--- config.mk ---
export PLATFORM = sky130hd
export DESIGN_NAME = m_pile_tracker
export DESIGN_NICKNAME = d
export VERILOG_FILES = /design/src/rtl/m_pile_tracker_pkg.sv /design/src/rtl/m_pile_tracker_history.sv /design/src/rtl/m_pile_tracker.sv
export SDC_FILE = /design/constraint.sdc
export NUM_CORES = 1
export LEC_CHECK = 0
export CAP_MARGIN = 20
export CORE_MARGIN = 3
export CORE_UTILIZATION = 47
export CTS_CLUSTER_DIAMETER = 120
export DETAILED_ROUTE_END_ITERATION = 8
export PLACE_DENSITY_LB_ADDON = 0.25
export SLEW_MARGIN = 20
export SYNTH_ARGS = -nofsm -noshare
export SYNTH_HDL_FRONTEND = slang
export SYNTH_SLANG_ARGS = --single-unit
--- constraint.sdc ---
create_clock -name i_clk -period 4.9 [get_ports i_clk]
set_input_delay 1.225 -clock i_clk [delete_from_list [all_inputs] [get_ports i_clk]]
set_output_delay 1.225 -clock i_clk [all_outputs]
set_load 0.02 [all_outputs]
--- src/rtl/m_pile_tracker_pkg.sv ---
// Shared op and FSM encodings for the pile tracker and its move-history LIFO.
package m_pile_tracker_pkg;

  typedef enum logic [1:0] {
    OP_DROP  = 2'b00,
    OP_UNDO  = 2'b01,
    OP_CLEAR = 2'b10,
    OP_RSVD  = 2'b11
  } op_e;

  typedef enum logic [1:0] {
    ST_IDLE   = 2'd0,
    ST_UPDATE = 2'd1,
    ST_DONE   = 2'd2
  } state_e;

endpackage

--- src/rtl/m_pile_tracker_history.sv ---
// m_pile_history: synchronous LIFO of column indices; clear wins over push, push over pop.
module m_pile_history #(
  parameter int DEPTH = 42,
  parameter int WIDTH = 3,
  localparam int PTR_W = $clog2(DEPTH + 1)
) (
  input  logic             i_clk,
  input  logic             i_rst,
  input  logic             i_push,
  input  logic             i_pop,
  input  logic             i_clear,
  input  logic [WIDTH-1:0] i_data,
  output logic [WIDTH-1:0] o_top,
  output logic             o_empty,
  output logic             o_full
);

  localparam logic [PTR_W-1:0] PTR_MAX = PTR_W'(DEPTH);

  logic [WIDTH-1:0] mem_q [DEPTH];
  logic [WIDTH-1:0] mem_d [DEPTH];
  logic [PTR_W-1:0] ptr_q, ptr_d, top_idx;

  assign o_empty = (ptr_q == '0);
  assign o_full  = (ptr_q == PTR_MAX);
  assign top_idx = ptr_q - 1'b1;
  assign o_top   = o_empty ? '0 : mem_q[top_idx];

  always_comb begin
    mem_d = mem_q;
    ptr_d = ptr_q;
    if (i_clear) begin
      ptr_d = '0;
    end else if (i_push && !o_full) begin
      mem_d[ptr_q] = i_data;
      ptr_d        = ptr_q + 1'b1;
    end else if (i_pop && !o_empty) begin
      ptr_d = top_idx;
    end
  end

  always_ff @(posedge i_clk) begin
    if (i_rst) ptr_q <= '0;
    else       ptr_q <= ptr_d;
  end

  // Storage needs no reset: entries above the pointer are never read.
  always_ff @(posedge i_clk) begin
    mem_q <= mem_d;
  end

endmodule

--- src/rtl/m_pile_tracker.sv ---
// Per-column pile heights for a drop-grid game, served by an IDLE/UPDATE/DONE handshake.
// Define PILE_UNDO_EN to build the move-history LIFO that makes UNDO functional.
module m_pile_tracker
  import m_pile_tracker_pkg::*;
#(
  parameter int COL_COUNT = 7,
  parameter int ROW_COUNT = 6,
  localparam int COL_W    = $clog2(COL_COUNT),
  localparam int HEIGHT_W = $clog2(ROW_COUNT + 1),
  localparam int CNT_W    = $clog2(COL_COUNT * ROW_COUNT + 1)
) (
  input  logic                          i_clk,
  input  logic                          i_rst,
  input  logic                          i_req,
  input  logic [1:0]                    i_op,
  input  logic [COL_W-1:0]              i_col,
  output logic                          o_ready,
  output logic                          o_done,
  output logic                          o_ok,
  output logic [COL_W-1:0]              o_col,
  output logic [HEIGHT_W-1:0]           o_row,
  output logic [COL_COUNT*HEIGHT_W-1:0] o_heights,
  output logic [CNT_W-1:0]              o_count,
  output logic                          o_full,
  output logic [1:0]                    o_dbg_state
);

  localparam logic [HEIGHT_W-1:0] ROW_MAX = HEIGHT_W'(ROW_COUNT);
  localparam logic [COL_W:0]      COL_LIM = (COL_W + 1)'(COL_COUNT);

  state_e                state_q, state_d;
  op_e                   op_q, op_d;
  logic [COL_W-1:0]      col_q, col_d, res_col_q, res_col_d;
  logic                  ok_q, ok_d, full_q, full_d;
  logic [HEIGHT_W-1:0]   row_q, row_d, sel_h;
  logic [HEIGHT_W-1:0]   heights_q [COL_COUNT];
  logic [HEIGHT_W-1:0]   heights_d [COL_COUNT];
  logic [CNT_W-1:0]      count_q, count_d;
  logic                  col_in_range;
  logic                  hist_push, hist_pop, hist_clear, hist_empty;
  logic [COL_W-1:0]      hist_top;

`ifdef PILE_UNDO_EN
  logic unused_hist_full;
  m_pile_history #(
    .DEPTH (COL_COUNT * ROW_COUNT),
    .WIDTH (COL_W)
  ) u_history (
    .i_clk   (i_clk),
    .i_rst   (i_rst),
    .i_push  (hist_push),
    .i_pop   (hist_pop),
    .i_clear (hist_clear),
    .i_data  (col_q),
    .o_top   (hist_top),
    .o_empty (hist_empty),
    .o_full  (unused_hist_full)
  );
`else
  // Without history every UNDO sees an empty stack and is rejected.
  logic unused_hist;
  assign hist_top    = '0;
  assign hist_empty  = 1'b1;
  assign unused_hist = ^{hist_push, hist_pop, hist_clear};
`endif

  assign col_in_range = ({1'b0, col_q} < COL_LIM);
  assign sel_h        = col_in_range ? heights_q[col_q] : '0;

  // FSM: state register
  always_ff @(posedge i_clk) begin
    if (i_rst) state_q <= ST_IDLE;
    else       state_q <= state_d;
  end

  // FSM: next state; i_req only matters in IDLE
  always_comb begin
    state_d = state_q;
    case (state_q)
      ST_IDLE:   if (i_req) state_d = ST_UPDATE;
      ST_UPDATE: state_d = ST_DONE;
      ST_DONE:   state_d = ST_IDLE;
      default:   state_d = ST_IDLE;
    endcase
  end

  // FSM: outputs
  always_comb begin
    o_ready = (state_q == ST_IDLE);
    o_done  = (state_q == ST_DONE);
  end

  always_comb begin
    op_d       = op_q;
    col_d      = col_q;
    ok_d       = ok_q;
    res_col_d  = res_col_q;
    row_d      = row_q;
    heights_d  = heights_q;
    count_d    = count_q;
    hist_push  = 1'b0;
    hist_pop   = 1'b0;
    hist_clear = 1'b0;
    if (state_q == ST_IDLE && i_req) begin
      op_d  = op_e'(i_op);
      col_d = i_col;
    end
    if (state_q == ST_UPDATE) begin
      // Reject by default: o_col reports the requested column, o_row is held.
      ok_d      = 1'b0;
      res_col_d = col_q;
      case (op_q)
        OP_DROP: if (col_in_range && sel_h != ROW_MAX) begin
          ok_d             = 1'b1;
          row_d            = sel_h;
          heights_d[col_q] = sel_h + 1'b1;
          count_d          = count_q + 1'b1;
          hist_push        = 1'b1;
        end
        OP_UNDO: if (!hist_empty) begin
          ok_d                = 1'b1;
          res_col_d           = hist_top;
          row_d               = heights_q[hist_top] - 1'b1;
          heights_d[hist_top] = heights_q[hist_top] - 1'b1;
          count_d             = count_q - 1'b1;
          hist_pop            = 1'b1;
        end
        OP_CLEAR: begin
          ok_d       = 1'b1;
          res_col_d  = '0;
          row_d      = '0;
          count_d    = '0;
          hist_clear = 1'b1;
          for (int c = 0; c < COL_COUNT; c++) heights_d[c] = '0;
        end
        default: ;
      endcase
    end
  end

  always_comb begin
    full_d = 1'b1;
    for (int c = 0; c < COL_COUNT; c++) begin
      if (heights_d[c] != ROW_MAX) full_d = 1'b0;
    end
  end

  always_ff @(posedge i_clk) begin
    if (i_rst) begin
      op_q      <= OP_DROP;
      col_q     <= '0;
      ok_q      <= 1'b0;
      res_col_q <= '0;
      row_q     <= '0;
      count_q   <= '0;
      full_q    <= 1'b0;
      for (int c = 0; c < COL_COUNT; c++) heights_q[c] <= '0;
    end else begin
      op_q      <= op_d;
      col_q     <= col_d;
      ok_q      <= ok_d;
      res_col_q <= res_col_d;
      row_q     <= row_d;
      count_q   <= count_d;
      full_q    <= full_d;
      heights_q <= heights_d;
    end
  end

  always_comb begin
    o_heights = '0;
    for (int c = 0; c < COL_COUNT; c++) o_heights[c*HEIGHT_W +: HEIGHT_W] = heights_q[c];
  end

  assign o_ok        = ok_q;
  assign o_col       = res_col_q;
  assign o_row       = row_q;
  assign o_count     = count_q;
  assign o_full      = full_q;
  assign o_dbg_state = state_q;

endmodule

==> results of run 1 <==
[state kept, by name, indices dropped and copies added (netlist names)]
name         flops
o_full           1
o_ok             1
o_heights       21
col_q            3
o_col            3
o_count          6
op_q             2
o_dbg_state      2
o_row            3
[report_power, final]
group / total [mW] / internal, mW / switching [mW]
Clock: 0.339 / 0.217 / 0.122
Combinational: 0.119 / 0.0496 / 0.0693
Sequential: 0.365 / 0.351 / 0.0142
Total: 0.823 / 0.617 / 0.206
[metal layers]
layer / part of all wire [%] / up-vias / global-route usage [%]
met1: 46 / 1061 / 26.2
met5: 0 / - / 0
li1: - / 1070 / -
met3: 5.8 / 9 / 4.58
met2: 47 / 74 / 34.5
met4: 1.3 / 0 / 7.07
[layout by cell type, fill, tap and decap left out, types with 4 or more instances in the layout]
cell / n
clkdlybuf4s50_1: 46
dfxtp_1: 42
nor2_1: 34
nand2_1: 23
mux2i_1: 18
a21oi_1: 16
and2_1: 14
o21ai_0: 11
a31oi_1: 9
nor2b_1: 9
nor3_1: 7
nor3b_1: 7
inv_1: 6
clkbuf_8: 6
nand3_1: 5
nand2b_1: 4
buf_4: 4
[worst max-delay path: cells and delay by family, from the launching register on]
family / cells / cell delay, ns
compound gates: 4 / 1.22
fa+ha+maj: 1 / 0.34
flops: 1 / 0.82
mux: 1 / 0.26
simple gates: 6 / 1.24
[final timing paths]
path                                             from           endpoint  cells past startpoint
worst max-delay path            col_q[2]$_SDFFE_PP0P_  o_full$_SDFF_PP0_                     12
worst min-delay path                o_ok$_SDFFE_PP0P_  o_ok$_SDFFE_PP0P_                      2
worst max register to register  col_q[2]$_SDFFE_PP0P_  o_full$_SDFF_PP0_                     12
worst min register to register      o_ok$_SDFFE_PP0P_  o_ok$_SDFFE_PP0P_                      2
[final cells by class]
| class | count | area, um^2 |
|---|---|---|
| well taps | 67 | 83.8 |
| fillers | 426 | 1820 |
| repair buffers | 50 | 490 |
| inverters | 6 | 22.5 |
| flip-flops and latches | 42 | 841 |
| clock inverters | 2 | 60.1 |
| clock buffers | 6 | 82.6 |
| multi-input cells | 213 | 1380 |
[stage by stage]
stage / hold slack [ns] / cells / cell area, um^2
2_1_floorplan: 0.524 / 281 / 2350
3_3_place_gp: 0.445 / 378 / 2820
3_5_place_dp: 0.450 / 378 / 2820
4_1_cts: 0.461 / 386 / 2960
5_1_grt: 0.488 / 386 / 2960
6_report: 0.457 / 386 / 2960
[cell families (layout without fill, tap and decap cells)]
kind of cell,count (synthesis),in the layout
flops,42,42
fa+ha+maj,3,3
buf+inv,26,64
compound gates,61,61
xor+xnor,3,3
mux,22,22
simple gates,124,124
==> results.sh, run 1 <==
export IMPL_synth_area_um2=2350
export IMPL_synth_edff_count=0
export IMPL_synth_compound_area_share_pct=18.1
export IMPL_drv_slew=0
export IMPL_antenna_found_initial=0
export IMPL_worstMarginPinSlew_ns=0.820
export IMPL_p_leak_nw=1.10
export IMPL_yosys_area_top_type="dfxtp_1"
export IMPL_fp_coreArea_um2=4790
export IMPL_overflow=0
export IMPL_tritoncts="yes"
export IMPL_grt_pass1_vias=2068
export IMPL_syn_avg_cell_area_um2=8.35
export IMPL_cp_arrival_ns=4.18
export IMPL_r2r_slack_ns=0.94
export IMPL_utilization_pct=61.9
export IMPL_synth_warnings=0
export IMPL_slowest_stage="dfxtp_1"
export IMPL_dp_hpwl_um=4320
export IMPL_cp_max_fo=21
export IMPL_timing_critical_path_to_type="flip-flop"
export IMPL_max_stage_delay_ns=0.82
export IMPL_gp_congestion=0.898
export IMPL_row_count=25
export IMPL_numCtsBuffers=5
export IMPL_skew_ns=0.00591
export IMPL_htree_levels=2
export IMPL_fin_nets=329
export IMPL_track_usage_pct=20.6
export IMPL_crit_required_ns=5.12
export IMPL_synth_area_leaders="dfxtp_1 (36%), mux2i_1 (7.7%), nor2_1 (5.4%)"
export IMPL_fin_setup_tns_ns=0
export IMPL_cts_path_max_buffers=2
export IMPL_period_needed_ns=3.96
export IMPL_post_cts_buffers=0
export IMPL_synth_fa_ha_area_share_pct=1.60
export IMPL_critPathLaunchType="flip-flop"
export IMPL_worst_slack_ns=0.936
export IMPL_max_slew_margin_rel_pct=45.3
export IMPL_p_total_uw=823
export IMPL_io_pins=47
export IMPL_yosysTopAreaCellShare_pct=35.8
export IMPL_grt_pass1_wl_um=9960
export IMPL_cts_sinks=42
export IMPL_synthesis_nets=292
export IMPL_fin_crit_sh_pct=80.9
export IMPL_vdd_ir_drop_max_mv=0.191
export IMPL_critical_path_class="flip-flop to flip-flop"
export IMPL_portBuffers=46
export IMPL_power_density_nw_per_um2=278
export IMPL_grt_max_degree=32
export IMPL_cap_violations=0
export IMPL_synthXorXnorAreaFrac_pct=1.12
export IMPL_status="complete, no violations"
export IMPL_dr_pass1_iters=4
export IMPL_synth_cell_types=56
export IMPL_die_area_um2=5880
export IMPL_max_freq_mhz=252
export IMPL_yosysMostFrequentCell="dfxtp_1"
export IMPL_ctsHoldBuffers=0
export IMPL_diodes=0
export IMPL_clock_latency_ns=0.30
export IMPL_wirelength_um=6120
export IMPL_area_growth_pct=26.3
export IMPL_synth_commonest_cells="dfxtp_1 (42), nor2_1 (34), nand2_1 (23)"
export IMPL_synth_top_family_by_area="simple AND/OR/NAND/NOR gates"
export IMPL_drc=0
export IMPL_hold_viol_final=0
export IMPL_start_util_pct=49.0
export IMPL_drt_first_iter_violations=110
export IMPL_crit_top_cell="nor2_1"
export IMPL_netlist_instances=281
export IMPL_synthSimpleGateAreaFrac_pct=27.9
export IMPL_routed_via_density=5.74
export IMPL_drive_above_1_share_pct=6.90
export IMPL_die_w_um=76.7
export IMPL_setup_violations=0
export IMPL_hold_path_class="flip-flop to flip-flop"
export IMPL_routedWlPerCell_um=15.8
export IMPL_postRouteAntennaNets=0
export IMPL_synth_flop_cell="dfxtp_1"
export IMPL_muxShareOfSynthArea_pct=10.2
export IMPL_path_clk_slew_ns=0.08
export IMPL_rsz0062_at_grt="false"
export IMPL_die_height_um=76.7
export IMPL_synth_seq_area_share_pct=35.8
export IMPL_cts_root_buffer="clkbuf_8"
export IMPL_pre_cts_slack_ns=0.973
export IMPL_ys_seq_elements=42
export IMPL_async_reset_ff_share_pct=0
export IMPL_crit_chain="mux2i_1 -> nor2_1 -> a31oi_1 -> nor2_1 -> or3_1 -> ha_1 -> a2111oi_2 -> a221o_1 -> a21boi_0 -> nor4bb_1 -> nand4_1 -> nor4_2"
export IMPL_via_count=2214
export IMPL_cts_repair_resized=0
(Power assumes the default switching activity.)
==> run 2: changes to the inputs <==
- CORE_UTILIZATION: 47 -> 46
- clock period: 4.9 -> 3.55 ns (I/O delays scaled with it)
==> run 2 against run 1 <==
- via count is 1.2% lower
- wire length grew 7.2%
- cell count is 2.8% higher
- clock skew is 0.0059 ns higher
- first-iteration DRC count increased by 69%
- critical path type unchanged
- largest cell class unchanged
- highest routed layer unchanged
==> results.sh, run 2 (same netlist as run 1, synthesis figures left out) <==
export IMPL_cp_arrival_ns=3.58
export IMPL_area_growth_pct=28.5
export IMPL_cts_path_max_buffers=2
export IMPL_worstMarginPinSlew_ns=0.754
export IMPL_fin_nets=341
export IMPL_status="complete, no violations"
export IMPL_gp_congestion=0.929
export IMPL_grt_max_degree=32
export IMPL_period_needed_ns=3.37
export IMPL_p_leak_nw=1.13
export IMPL_p_total_uw=978
export IMPL_crit_family="simple AND/OR/NAND/NOR gates"
export IMPL_ctsHoldBuffers=0
export IMPL_rsz0062_at_grt="false"
export IMPL_diodes=0
export IMPL_cap_violations=0
export IMPL_die_w_um=77.4
export IMPL_cts_root_buffer="clkbuf_8"
export IMPL_die_area_um2=5990
export IMPL_portBuffers=46
export IMPL_hold_viol_final=0
export IMPL_drive_above_1_share_pct=10.6
export IMPL_fin_cells=397
export IMPL_drv_slew=0
export IMPL_setup_violations=0
export IMPL_max_slew_margin_rel_pct=49.6
export IMPL_routedWlPerCell_um=16.5
export IMPL_vdd_ir_drop_max_mv=0.194
export IMPL_via_count=2188
export IMPL_cp_max_fo=5
export IMPL_drt_first_iter_violations=186
export IMPL_track_usage_pct=23.1
export IMPL_wirelength_um=6560
export IMPL_routed_via_density=5.51
export IMPL_postRouteAntennaNets=0
export IMPL_fin_setup_tns_ns=0
export IMPL_fin_crit_sh_pct=95.0
export IMPL_drc=0
export IMPL_fp_coreArea_um2=4820
export IMPL_numCtsBuffers=5
export IMPL_tritoncts="yes"
export IMPL_layout_common_cells="clkdlybuf4s50_1 (46), dfxtp_1 (42), nor2_1 (34)"
export IMPL_critPathLaunchType="flip-flop"
export IMPL_path_buf_inv=0
export IMPL_final_common_cell="clkdlybuf4s50_1"
export IMPL_dp_cells=390
export IMPL_row_count=25
export IMPL_antenna_found_initial=0
export IMPL_max_freq_mhz=297
export IMPL_clock_latency_ns=0.30
export IMPL_largest_reg_flops=21
export IMPL_timing_critical_path_to_type="flip-flop"
export IMPL_die_height_um=77.4
export IMPL_overflow=0
export IMPL_dr_pass1_iters=4
export IMPL_critical_path_class="flip-flop to flip-flop"
export IMPL_io_pins=47
export IMPL_path_clk_slew_ns=0.07
export IMPL_dp_hpwl_um=4770
export IMPL_hold_path_class="flip-flop to flip-flop"
export IMPL_slowest_stage="a2111oi_4"
export IMPL_crit_required_ns=3.76
export IMPL_grt_pass1_vias=2168
export IMPL_grt_pass1_wl_um=11100
export IMPL_skew_ns=0.0118
export IMPL_power_density_nw_per_um2=324
export IMPL_cts_sinks=42
export IMPL_start_util_pct=48.7
export IMPL_max_stage_delay_ns=0.50
export IMPL_crit_chain="mux2_2 -> a22oi_1 -> nor2_1 -> or3_1 -> ha_1 -> a2111oi_4 -> nor3b_1 -> a21oi_1 -> o21ai_0 -> nor4bb_2 -> nand4_1 -> nor4_2"
export IMPL_htree_levels=2
run 2: cell count changes in the layout (fill, tap and decap cells not counted):
cell / previous run / this run
nor4b_2: 0 / 1
a2111oi_4: 0 / 1
clkbuf_8: 6 / 5
buf_4: 4 / 16
nor4b_1: 2 / 1
nor4bb_1: 1 / 0
nor4bb_2: 0 / 1
bufinv_16: 2 / 0
clkinv_2: 0 / 2
a2111oi_2: 1 / 0
run 2: worst paths after layout:
| check | depth (start not counted) | slack [ns] | to | start |
|---|---|---|---|---|
| setup / recovery | 12 | 0.18 | o_full$_SDFF_PP0_ | col_q[1]$_SDFFE_PP0P_ |
| setup reg to reg | 12 | 0.18 | o_full$_SDFF_PP0_ | col_q[1]$_SDFFE_PP0P_ |
| hold / removal | 2 | 0.47 | o_row[1]$_SDFFE_PP0P_ | o_row[1]$_SDFFE_PP0P_ |
| hold reg to reg | 2 | 0.47 | o_row[1]$_SDFFE_PP0P_ | o_row[1]$_SDFFE_PP0P_ |
run 2: power breakdown:
part | total (mW) | switching, mW | internal (mW)
Clock | 0.292 | 0.159 | 0.132
Combinational | 0.189 | 0.110 | 0.0795
Sequential | 0.498 | 0.0136 | 0.484
run 2: worst min-delay path: stages, from the launching register on:
cell	delay, ns
dfxtp_1	0.32
nand2_1	0.05
a21oi_1	0.05
run 2: cell type report:
class | count | area (um^2)
Fill cell | 465 | 1800
Multi-Input combinational cell | 213 | 1410
Sequential cell | 42 | 841
Timing Repair Buffer | 62 | 581
Tap cell | 67 | 83.8
Clock buffer | 5 | 68.8
Inverter | 6 | 22.5
Clock inverter | 2 | 10.0
run 2: timing repair:
| item | CTS | global route |
|---|---|---|
| buffers inserted | 0 | 0 |
| gates resized for setup | 0 | 2 |
| endpoints found under the setup margin | 0 | 1 |
run 2: per-layer routing:
metal | global-route usage (%) | share of wire (%) | vias to the layer above
li1 | - | - | 1097
met1 | 33.6 | 49 | 999
met2 | 34.8 | 44 | 78
met3 | 3.13 | 4.7 | 14
met4 | 8.54 | 2.0 | 0
met5 | 0 | 0 | -
run 2: metrics by stage:
step	util (%)	hold slack [ns]	instance area, um^2	worst slack [ns]
2_1_floorplan	-	0.524	2350	0.0647
3_3_place_gp	60.6	0.442	2920	0.288
3_5_place_dp	60.6	0.459	2920	0.124
4_1_cts	62.2	0.470	3000	0.0847
5_1_grt	62.6	0.483	3020	0.0101
6_report	62.6	0.466	3020	0.179
==> run 3: changes to the inputs <==
- ABC_AREA: not set -> 1
==> run 3 against run 2 <==
- core utilization is 2.1 points lower
- hold slack got worse by 0.0059 ns
- sequential power rose by 1%
- wire length down 6.8%
- non-clock buffer count decreased by 14
- cell area decreased by 4.0%
- fmax up 15%
- clock-buffer cell count is 1 higher
- global-route usage is 1.7 points lower
- first-iteration DRC count fell by 26%
- die area down 1.6%
- critical path type unchanged
- largest cell class unchanged
==> results.sh, run 3 <==
export IMPL_dp_hpwl_um=4660
export IMPL_intPower_uw=697
export IMPL_period_needed_ns=2.94
export IMPL_max_freq_mhz=340
export IMPL_yosysTopAreaCellShare_pct=36.5
export IMPL_post_cts_buffers=0
export IMPL_critical_path_class="flip-flop to flip-flop"
export IMPL_setup_violations=0
export IMPL_muxShareOfSynthArea_pct=0
export IMPL_fin_crit_sh_pct=82.8
export IMPL_synthXorXnorAreaFrac_pct=0.380
export IMPL_antenna_found_initial=0
export IMPL_area_growth_pct=25.6
export IMPL_drt_first_iter_violations=138
export IMPL_cts_root_buffer="clkbuf_8"
export IMPL_syn_avg_cell_area_um2=6.49
export IMPL_power_switching_uw=289
export IMPL_synth_top_family_by_area="simple AND/OR/NAND/NOR gates"
export IMPL_whs_ns=0.460
export IMPL_power_frac_clock_pct=33.0
export IMPL_die_height_um=76.8
export IMPL_overflow=0
export IMPL_grt_pass1_wl_um=10200
export IMPL_fin_nets=411
export IMPL_critPathLaunchType="flip-flop"
export IMPL_ctsHoldBuffers=0
export IMPL_diodes=0
export IMPL_cp_arrival_ns=3.18
export IMPL_skew_ns=0.00765
export IMPL_timing_critical_path_to_type="flip-flop"
export IMPL_synthesis_nets=366
export IMPL_drive_above_1_share_pct=8.73
export IMPL_rsz0062_at_grt="false"
export IMPL_synth_warnings=0
export IMPL_die_area_um2=5900
export IMPL_path_clk_slew_ns=0.08
export IMPL_routedWlPerCell_um=13.1
export IMPL_hold_path_class="flip-flop to flip-flop"
export IMPL_die_w_um=76.8
export IMPL_grt_max_degree=32
export IMPL_worstMarginPinSlew_ns=0.528
export IMPL_fp_coreArea_um2=4790
export IMPL_power_density_nw_per_um2=340
export IMPL_yosysMostFrequentCell="nand2_1"
export IMPL_portBuffers=46
export IMPL_synth_area_um2=2300
export IMPL_tritoncts="yes"
export IMPL_cts_path_max_buffers=2
export IMPL_yosys_area_top_type="dfxtp_1"
export IMPL_clock_latency_ns=0.30
export IMPL_p_sw_share_pct=29.3
export IMPL_drc=0
export IMPL_cts_repair_resized=0
export IMPL_gp_congestion=1.02
export IMPL_start_util_pct=48.2
export IMPL_seq_power_share_pct=51.1
export IMPL_crit_required_ns=3.79
export IMPL_io_pins=47
export IMPL_synth_flop_cell="dfxtp_1"
export IMPL_row_count=25
export IMPL_synth_cell_types=30
export IMPL_postRouteAntennaNets=0
export IMPL_async_reset_ff_share_pct=0
export IMPL_fin_setup_tns_ns=0
export IMPL_dr_pass1_iters=4
export IMPL_track_usage_pct=21.4
export IMPL_final_common_cell="nand2_1"
export IMPL_cp_max_fo=18
export IMPL_netlist_instances=355
export IMPL_status="complete, no violations"
export IMPL_synthSimpleGateAreaFrac_pct=37.8
export IMPL_drv_slew=0
export IMPL_p_leak_nw=1.25
export IMPL_vdd_ir_drop_max_mv=0.174
export IMPL_via_count=2333
export IMPL_wirelength_um=6120
export IMPL_layout_common_cells="nand2_1 (109), clkdlybuf4s50_1 (46), dfxtp_1 (42)"
export IMPL_max_slew_margin_rel_pct=64.5
export IMPL_numCtsBuffers=5
export IMPL_largest_reg_flops=21
export IMPL_cap_violations=0
export IMPL_htree_levels=2
export IMPL_synth_commonest_cells="nand2_1 (109), dfxtp_1 (42), inv_1 (41)"
export IMPL_synth_fa_ha_area_share_pct=1.63
export IMPL_synth_area_leaders="dfxtp_1 (36%), nand2_1 (18%), a21oi_1 (7.8%)"
export IMPL_p_comb_share_pct=15.9
export IMPL_synth_compound_area_share_pct=13.3
export IMPL_ys_seq_elements=42
export IMPL_routed_via_density=4.99
export IMPL_synth_seq_area_share_pct=36.5
export IMPL_cts_sinks=42
export IMPL_synth_edff_count=0
export IMPL_grt_pass1_vias=2145
export IMPL_hold_viol_final=0
## run 3: cell count changes after synthesis, moves of 8 or more
cell / before / now
mux2i_1: 18 / 0
a31oi_1: 9 / 0
nand2_1: 23 / 109
nor2b_1: 9 / 0
clkbuf_1: 12 / 4
nand3_1: 5 / 27
a21oi_1: 16 / 36
nand2_2: 0 / 8
and2_1: 14 / 0
inv_1: 6 / 41
## run 3: critical path, cell delays in order, from the launching register on
cell	delay, ns
dfxtp_1	0.57
inv_2	0.20
nand3_1	0.10
inv_1	0.11
a221oi_1	0.28
nand4_1	0.19
ha_1	0.28
o21ai_4	0.21
nand2_1	0.16
nand2_1	0.10
nand2_1	0.12
nand2_1	0.12
nand2_1	0.05
nor2_1	0.11
nand2_1	0.07
nor2_1	0.09
nand2_1	0.07
nor2_2	0.07
## run 3: area by class of cell
type                    count  area (um^2)
fillers                   493         1890
multi-input cells         257         1220
flip-flops and latches     42          841
repair buffers             48          475
inverters                  46          174
well taps                  67         83.8
clock buffers               6         82.6
clock inverters             2         12.5
## run 3: final timing paths
kind                           startpoint                      end  slack, ns  cells past startpoint
setup / recovery    col_q[0]$_SDFFE_PP0P_        o_full$_SDFF_PP0_       0.61                     17
hold / removal    o_count[5]$_SDFFE_PP0P_  o_count[5]$_SDFFE_PP0P_       0.46                      1
setup reg to reg    col_q[0]$_SDFFE_PP0P_        o_full$_SDFF_PP0_       0.61                     17
hold reg to reg   o_count[5]$_SDFFE_PP0P_  o_count[5]$_SDFFE_PP0P_       0.46                      1
## run 3: power groups by stage
stage	combinational [mW]	sequential (mW)	clock, mW
2_1_floorplan	0.104	0.516	0
3_3_place_gp	0.156	0.513	0
3_5_place_dp	0.156	0.514	0
4_1_cts	0.156	0.503	0.334
5_1_grt	0.175	0.507	0.355
6_report	0.157	0.504	0.325
## run 3: metal layers
metal | share of wire (%) | up-vias | global-route usage (%)
met1 | 50 | 1043 | 31.0
met3 | 5.8 | 9 | 4.58
met2 | 42 | 66 | 31.6
met4 | 1.7 | 0 | 6.52
li1 | - | 1215 | -
met5 | 0 | - | 0
## run 3: cell families (layout without fill, tap and decap cells)
group | Yosys count | in the layout
simple gates | 197 | 197
fa+ha+maj | 3 | 3
buf+inv | 56 | 102
compound gates | 56 | 56
flops | 42 | 42
xor+xnor | 1 | 1
## run 3: per-stage QoR
stage	total power, mW	instances	cell area [um^2]	util [%]	setup WS (ns)
after CTS	0.993	468	2890	60.5	0.615
after detailed placement	0.670	460	2800	58.5	0.659
after global placement	0.669	460	2800	58.5	0.795
after floorplan	0.620	355	2300	-	1.31
after global routing	1.04	468	2890	60.5	0.194
final	0.985	468	2890	60.5	0.612
